$ cat config.mk
export PLATFORM = sky130hd
export DESIGN_NAME = fwd_hazard_scoreboard_flat
export DESIGN_NICKNAME = d
export VERILOG_FILES = /design/src/rtl/fwd_hazard_scoreboard_if.sv /design/src/rtl/fwd_hazard_scoreboard.sv /design/src/flat_wrapper.sv
export SDC_FILE = /design/constraint.sdc
export NUM_CORES = 1
export LEC_CHECK = 0
export CAP_MARGIN = 30
export CORE_UTILIZATION = 35
export DETAILED_ROUTE_END_ITERATION = 8
export PLACE_DENSITY = 0.7
export SLEW_MARGIN = 15
export SYNTH_ARGS = -nofsm -noshare
export SYNTH_HDL_FRONTEND = slang
export SYNTH_SLANG_ARGS = --single-unit
export TNS_END_PERCENT = 100
$ cat constraint.sdc
create_clock -name clk -period 2.75 [get_ports clk]
set_clock_uncertainty 0.2 [all_clocks]
set_input_delay 0.55 -clock clk [delete_from_list [all_inputs] [get_ports clk]]
set_output_delay 0.55 -clock clk [all_outputs]
set_load 0.03 [all_outputs]
$ cat src/rtl/fwd_hazard_scoreboard_if.sv
// ID-stage hazard query bus: instruction/pipeline-control inputs and the
// forwarding selects, stall and stall counter returned by the scoreboard.
interface fwd_hazard_scoreboard_if #(
  parameter int unsigned NUM_SRC = 2,
  parameter int unsigned DEPTH   = 2,
  parameter int unsigned CNT_W   = 32
);
  localparam int unsigned SELW = $clog2(DEPTH + 1);

  logic                      id_valid;
  logic [5*NUM_SRC-1:0]      id_rs;
  logic [NUM_SRC-1:0]        id_rs_used;
  logic [4:0]                id_rd;
  logic                      id_we;
  logic                      id_is_load;
  logic                      advance;
  logic                      flush;
  logic                      stall;
  logic [SELW*NUM_SRC-1:0]   fwd_sel;
  logic [NUM_SRC-1:0]        fwd_mem;
  logic [CNT_W-1:0]          stall_count;

  modport master (
    output id_valid, id_rs, id_rs_used, id_rd, id_we, id_is_load, advance, flush,
    input  stall, fwd_sel, fwd_mem, stall_count
  );

  modport slave (
    input  id_valid, id_rs, id_rs_used, id_rd, id_we, id_is_load, advance, flush,
    output stall, fwd_sel, fwd_mem, stall_count
  );
endinterface

$ cat src/rtl/fwd_hazard_scoreboard.sv
// Forwarding / load-use hazard unit: shadows DEPTH in-flight writers after ID and
// picks the youngest matching producer per source operand, stalling on unready loads.
module fwd_hazard_scoreboard #(
  parameter int unsigned NUM_SRC  = 2,
  parameter int unsigned DEPTH    = 2,
  parameter int unsigned LOAD_LAT = 1,
  parameter int unsigned CNT_W    = 32
) (
  input  logic                  clk,
  input  logic                  rst,
  fwd_hazard_scoreboard_if.slave bus
);
  localparam int unsigned SELW = $clog2(DEPTH + 1);

  typedef struct packed {
    logic       valid;
    logic [4:0] rd;
    logic       we;
    logic       is_load;
  } entry_t;

  entry_t [DEPTH-1:0]      entry_q, entry_d;
  logic   [CNT_W-1:0]      stall_count_q, stall_count_d;

  logic                    stall;
  logic [NUM_SRC-1:0]      hazard;
  logic [NUM_SRC-1:0]      found;
  logic [NUM_SRC-1:0]      win_load;
  int unsigned             win_k [NUM_SRC];
  logic [SELW*NUM_SRC-1:0] fwd_sel;
  logic [NUM_SRC-1:0]      fwd_mem;

  // Youngest match is taken first; an unready load therefore blocks any older
  // non-load match from being forwarded instead.
  always_comb begin
    hazard   = '0;
    found    = '0;
    win_load = '0;
    fwd_sel  = '0;
    fwd_mem  = '0;
    for (int unsigned i = 0; i < NUM_SRC; i++) begin
      win_k[i] = 0;
      for (int unsigned k = 0; k < DEPTH; k++) begin
        if (!found[i] && bus.id_valid && bus.id_rs_used[i] &&
            (bus.id_rs[5*i +: 5] != 5'd0) && entry_q[k].valid && entry_q[k].we &&
            (entry_q[k].rd == bus.id_rs[5*i +: 5])) begin
          found[i]    = 1'b1;
          win_k[i]    = k;
          win_load[i] = entry_q[k].is_load;
        end
      end
      hazard[i] = found[i] && win_load[i] && (win_k[i] < LOAD_LAT);
      if (found[i] && !hazard[i]) begin
        fwd_sel[SELW*i +: SELW] = SELW'(win_k[i] + 1);
        fwd_mem[i]              = win_load[i];
      end
    end
    stall = |hazard;
  end

  always_comb begin
    entry_d = entry_q;
    if (bus.flush) begin
      entry_d = '0;
    end else if (bus.advance) begin
      for (int unsigned k = 1; k < DEPTH; k++) begin
        entry_d[k] = entry_q[k-1];
      end
      if (bus.id_valid && !stall) begin
        entry_d[0].valid   = 1'b1;
        entry_d[0].rd      = bus.id_rd;
        entry_d[0].we      = bus.id_we && (bus.id_rd != 5'd0);
        entry_d[0].is_load = bus.id_is_load;
      end else begin
        entry_d[0] = '0;
      end
    end
  end

  always_comb begin
    stall_count_d = stall_count_q;
    if (stall && (stall_count_q != '1)) begin
      stall_count_d = stall_count_q + CNT_W'(1);
    end
  end

  always_ff @(posedge clk or posedge rst) begin
    if (rst) begin
      entry_q       <= '0;
      stall_count_q <= '0;
    end else begin
      entry_q       <= entry_d;
      stall_count_q <= stall_count_d;
    end
  end

  assign bus.stall       = stall;
  assign bus.fwd_sel     = fwd_sel;
  assign bus.fwd_mem     = fwd_mem;
  assign bus.stall_count = stall_count_q;
endmodule

$ cat src/flat_wrapper.sv
// flat-port wrapper written by rule: the top's interface ports become plain ports
module fwd_hazard_scoreboard_flat 
#(
  parameter int unsigned NUM_SRC  = 2,
  parameter int unsigned DEPTH    = 2,
  parameter int unsigned LOAD_LAT = 1,
  parameter int unsigned CNT_W    = 32
)
  (clk, rst, bus_id_valid, bus_id_rs, bus_id_rs_used, bus_id_rd, bus_id_we, bus_id_is_load, bus_advance, bus_flush, bus_stall, bus_fwd_sel, bus_fwd_mem, bus_stall_count);
  fwd_hazard_scoreboard_if #(.NUM_SRC(NUM_SRC), .DEPTH(DEPTH), .CNT_W(CNT_W)) bus_i ();
  input  logic clk;
  input  logic rst;
  input wire logic [$bits(bus_i.id_valid)-1:0] bus_id_valid;
  input wire logic [$bits(bus_i.id_rs)-1:0] bus_id_rs;
  input wire logic [$bits(bus_i.id_rs_used)-1:0] bus_id_rs_used;
  input wire logic [$bits(bus_i.id_rd)-1:0] bus_id_rd;
  input wire logic [$bits(bus_i.id_we)-1:0] bus_id_we;
  input wire logic [$bits(bus_i.id_is_load)-1:0] bus_id_is_load;
  input wire logic [$bits(bus_i.advance)-1:0] bus_advance;
  input wire logic [$bits(bus_i.flush)-1:0] bus_flush;
  output wire logic [$bits(bus_i.stall)-1:0] bus_stall;
  output wire logic [$bits(bus_i.fwd_sel)-1:0] bus_fwd_sel;
  output wire logic [$bits(bus_i.fwd_mem)-1:0] bus_fwd_mem;
  output wire logic [$bits(bus_i.stall_count)-1:0] bus_stall_count;
  assign bus_i.id_valid = bus_id_valid;
  assign bus_i.id_rs = bus_id_rs;
  assign bus_i.id_rs_used = bus_id_rs_used;
  assign bus_i.id_rd = bus_id_rd;
  assign bus_i.id_we = bus_id_we;
  assign bus_i.id_is_load = bus_id_is_load;
  assign bus_i.advance = bus_advance;
  assign bus_i.flush = bus_flush;
  assign bus_stall = bus_i.stall;
  assign bus_fwd_sel = bus_i.fwd_sel;
  assign bus_fwd_mem = bus_i.fwd_mem;
  assign bus_stall_count = bus_i.stall_count;
  fwd_hazard_scoreboard #(.NUM_SRC(NUM_SRC), .DEPTH(DEPTH), .LOAD_LAT(LOAD_LAT), .CNT_W(CNT_W)) u_core (.clk(clk), .rst(rst), .bus(bus_i));
endmodule
======== Word level (Yosys, flattened, before mapping) ========
Index checks and enable logic that the tools add are counted.
word-level totals
  register bits ........................... 48
  bits in latches ......................... 0
  RAM bits ................................ 0
  ROM bits ................................ 0
  input port bits ......................... 24
  output and inout port bits .............. 39
  logic and storage cells ................. 77
  memories ................................ 0
cells by class
  add/subtract/negate cells ............... 3
  $mul .................................... 0
  div/mod/pow operators ................... 0
  order comparisons ....................... 2
  eq/ne operators ......................... 5
  shifts and indexed selects .............. 0
  muxes and demuxes ....................... 17
  bitwise gates (word level) .............. 0
  reduce and logical (&&, ||, !) cells .... 41
operators with widths
  cell                   count
  $add 32x1->32 const B  1
  $mux 16                2
  $ne 32x32->1 const B   1
  $logic_and 1x1->1      31
  $eq 5x5->1             4
  $reduce_bool 5->1      3
  $mux 1                 12
  $mux 8                 1
  $logic_not 1->1        5
  $add 1x1->2 const B    2
  $mux 2                 2
  $lt 1x1->1 const B     2
  $reduce_bool 2->1      1
  $reduce_or 2->1        1

======== Depth between registers and ports, before layout ========
  depth after elaboration ................. 22
  gate-level depth with buffers ........... 8
  depth with buffers taken out ............ 7

======== Worst setup path after synthesis ========
No wires, ideal clock.
  kind .................................... input to output
  from .................................... input bus_id_rs[5]
  to ...................................... output bus_fwd_mem[1]
  data arrival time ....................... 2.552 ns
  data required time ...................... 2.000 ns
  setup slack ............................. -0.552 ns
  cell stages on the path ................. 5
  path buffers ............................ 0
  path through ............................ or4_1 -> o211ai_1 -> nor4_1 -> nor3_1 -> and2_1
on the way
  word-level cells in the longest chain between the ends .. 19
  elaborated cells between the ends (all ways) .. 25
  those cells by class .................... 1 x order compare; 2 x eq/ne; 6 x mux; 16 x reduce/logical
RTL lines
  what                                             RTL line                     RTL
  from (decl)                                      flat_wrapper.sv:14           input wire logic [$bits(bus_i.id_rs)-1:0] bus_id_rs;
  $reduce_bool 5->1                                fwd_hazard_scoreboard.sv:45  (bus.id_rs[5*i +: 5] != 5'd0) && entry_q[k].valid && entry_q[k].we &&
  $logic_and 1x1->1                                fwd_hazard_scoreboard.sv:44  if (!found[i] && bus.id_valid && bus.id_rs_used[i] &&
  $logic_and 1x1->1 (3 in a row)                   fwd_hazard_scoreboard.sv:45
  $mux 1                                           fwd_hazard_scoreboard.sv:44
  $logic_not 1->1                                  fwd_hazard_scoreboard.sv:44
  $logic_and 1x1->1 (3 in a row)                   fwd_hazard_scoreboard.sv:44
  $logic_and 1x1->1 (3 in a row)                   fwd_hazard_scoreboard.sv:45
  $mux 1                                           fwd_hazard_scoreboard.sv:44
  $lt 1x1->1 or $logic_and 1x1->1 (tied branches)  fwd_hazard_scoreboard.sv:52  hazard[i] = found[i] && win_load[i] && (win_k[i] < LOAD_LAT);
  $logic_and 1x1->1                                fwd_hazard_scoreboard.sv:52
  $logic_not 1->1                                  fwd_hazard_scoreboard.sv:53  if (found[i] && !hazard[i]) begin
  $logic_and 1x1->1                                fwd_hazard_scoreboard.sv:53
  $mux 1 *                                         fwd_hazard_scoreboard.sv:53
  to (decl)                                        flat_wrapper.sv:23           output wire logic [$bits(bus_i.fwd_mem)-1:0] bus_fwd_mem;
Mark *: on every way between the ends. The rest lies on a longest branch, timed or not.

======== Final worst setup path ========
  from .................................... input bus_id_rs[3]
  to ...................................... output bus_fwd_mem[0]
The elaborated chain is that of the path after synthesis.

==> results.ini <==
[run_status]
status = finished clean

[global_routing]
first_global_vias = 2192
globalRouteTotalUtil = 0.179
antenna_found_initial = 0
busiest_layer = met2
overflow = 0
grt_first_pass_wirelength_um = 10300
gr-usage-met3 = 0.0314
use_met2 = 0.310
grtUsageMet1 = 0.227
grt_max_degree = 28

[routing]
wirelength_um = 6270
num_vias = 2168
dr.pass1.iters = 5
wl_per_cell_um = 14.5
route.detailed.drc = 0
vias_per_cell = 5.01
drt_iter0_drc = 65
final_antenna_net_count = 0

[pwr]
internal_power_mw = 0.995
p_clk_frac = 0.340
p_sw_frac = 0.238
combPwrFrac = 0.105
pwr-share-seq = 0.554
vdd_ir_drop_max_mv = 0.187
power.leakage_nw = 1.65
p_sw_mw = 0.311
p_per_area_nw_per_um2 = 352

[setup_path]
worstPathRequired_ps = 2000
timing.critical_path.mode_cell = buf_6
crit_fanout = 2
path_cells = buf_2, buf_6, buf_4, xor2_1, nor4_1, nand4_1, nor3_4, and2_4, buf_6
slowest_delay_ps = 280
slowest_stage = nor4_1
cp.buffers_inverters = 4
endpoint_kind = output port
crit_arrival_ps = 2000
startpoint_type = input pin
path_class = input pin to output port
crit_family = simple AND/OR/NAND/NOR gates

[timing]
max_freq_mhz = 364
hold_violations = 0
rsz0062_at_grt = true
setup_viol = 0
max_slew_margin = 0.654
drv_slew = 0
min_period_ps = 2750
period_share = 0.999
setup-tns-final_ps = 0
worst_pin_slew_ps = 517
finalWorstSetupSlack_ps = 1.68

[clock_tree]
clk_latency_ps = 300
clock-sinks = 48
cts_buffer_depth = 2
cts_tree = done
numCtsBuffers = 5
htree_levels = 2
clk_pin_slew_ps = 90
clockRootBuffer = clkbuf_8

[cells_and_area]
final_common_cell = dfrtp_1
multiInputGateArea_um2 = 1340
mostFrequentLayoutCells = dfrtp_1, clkdlybuf4s50_1, buf_4, xnor2_1, xor2_1
fillers = 620
nets = 361
syn2layout_area_growth_pct = 49.6
drive_above_1_share = 0.267
register_area_um2 = 1210
n_antenna_cell = 0

[synthesis]
yosysWarnings = 0
synth_area_um2 = 2480
synth_cell_types = 32
synth.net_count = 256
synthCells = 231
avgSynthCellArea_um2 = 10.7
synth-seq-cells = 48
seq_area_frac_synth = 0.484

[min_path]
hold_path.class = register to register

[die]
io_pins = 63
initial_utilization = 0.363
dieArea_um2 = 7430
core_area_um2 = 6830
die_h_um = 86.2
rows = 30
die_w_um = 86.2

[place]
place_congestion = 0.846
place_hpwl_um = 4770
pre_cts_ws_ps = -447
portBuffers = 62

[flow_run]
max_cap_viol_count = 0

==> Yosys cell counts <==
cell type,instances,share of area
a211oi_4,1,0.0081
clkbuf_1,3,0.0045
nor2_1,18,0.027
xnor2_1,32,0.11
and2_1,3,0.0076
nor2b_1,1,0.0025
and4_1,3,0.011
or3_1,1,0.0025
or4_4,2,0.0091
xor2_1,19,0.067
nand2_1,14,0.021
o2111ai_2,1,0.0061
ha_1,1,0.0050
inv_1,3,0.0045
nor3_2,1,0.0040
a21oi_2,1,0.0035
or4_1,3,0.0091
nor3b_1,1,0.0030
nand4_1,18,0.045
o211ai_1,2,0.0061
and3_1,8,0.020
nor4_1,8,0.020
nand3_1,13,0.026
nor4_2,1,0.0050
dfrtp_1,48,0.48
a22o_1,6,0.021
a32o_1,1,0.0040
buf_6,1,0.0045
nor3_1,7,0.014
a21o_1,1,0.0030
mux2_1,1,0.0045
mux2i_1,8,0.032
==> final timing paths <==
path,start,to,slack [ps],depth (start not counted)
max,bus_id_rs[3],bus_fwd_mem[0],2,9
min,u_core.bus.stall_count[20],u_core.bus.stall_count[20],300,1
max reg2reg,u_core.entry_q[4],u_core.bus.stall_count[1],170,7
min reg2reg,u_core.bus.stall_count[20],u_core.bus.stall_count[20],300,1
max in group asynchronous,rst,u_core.entry_q[3],1450,3
min in group asynchronous,rst,u_core.bus.stall_count[16],390,2
==> logic make-up after synthesis <==
kind of cell,count (synthesis),share of synthesized area
AOI/OAI and AO/OA,13,0.0520
xor gates and xnor gates,51,0.180
adders and majority gates,1,0.00504
buffers and inverters,7,0.0136
DFF,48,0.484
muxes,9,0.0368
and+or+nand+nor,102,0.228
==> timing repair <==
| action | 4_1_cts | 5_1_grt |
|---|---|---|
| gates resized for setup | 55 | 9 |
| endpoints found under the setup margin | 16 | 8 |
| buffers inserted | 7 | 3 |
| hold buffers | 0 | 0 |
| gates cloned | 0 | 0 |
| endpoints found under the hold margin | 0 | 0 |
| pin swaps | 19 | 14 |
==> per-stage QoR <==
step,area (um^2),hold slack [ps],power (mW),instances,util
after global routing,3710,322,1.36,433,0.543
after floorplan,2520,272,0.786,231,-
after detailed placement,3490,294,0.866,416,0.511
final,3710,298,1.31,433,0.543
after global placement,3490,281,0.864,416,0.511
after CTS,3660,307,1.31,430,0.536
==> power groups by stage <==
stage,combinational [mW],sequential (mW),clock (mW)
2_1_floorplan,0.0527,0.734,0
3_3_place_gp,0.127,0.737,0
3_5_place_dp,0.129,0.737,0
4_1_cts,0.131,0.723,0.461
6_report,0.138,0.724,0.445
5_1_grt,0.150,0.725,0.488
==> metal layers <==
metal / wire length [um] / up-vias
met2: 3150 / 58
met4: 78 / 0
met3: 223 / 6
li1: - / 1036
met1: 2810 / 1068
met5: 0 / -
==> layout make-up <==
type                       instances  share of cell area
clock buffer                       6              0.0223
clock inverter                     2             0.00371
inverter                           3             0.00303
multi-input combinational        176               0.360
sequential                        48               0.325
tap                               96              0.0324
timing repair buffer             102               0.254
==> registers in the layout, indices dropped and copies added (netlist names) <==
name                    flops
u_core.bus.stall_count     32
u_core.entry_q             16
(Power assumes the default switching activity.)
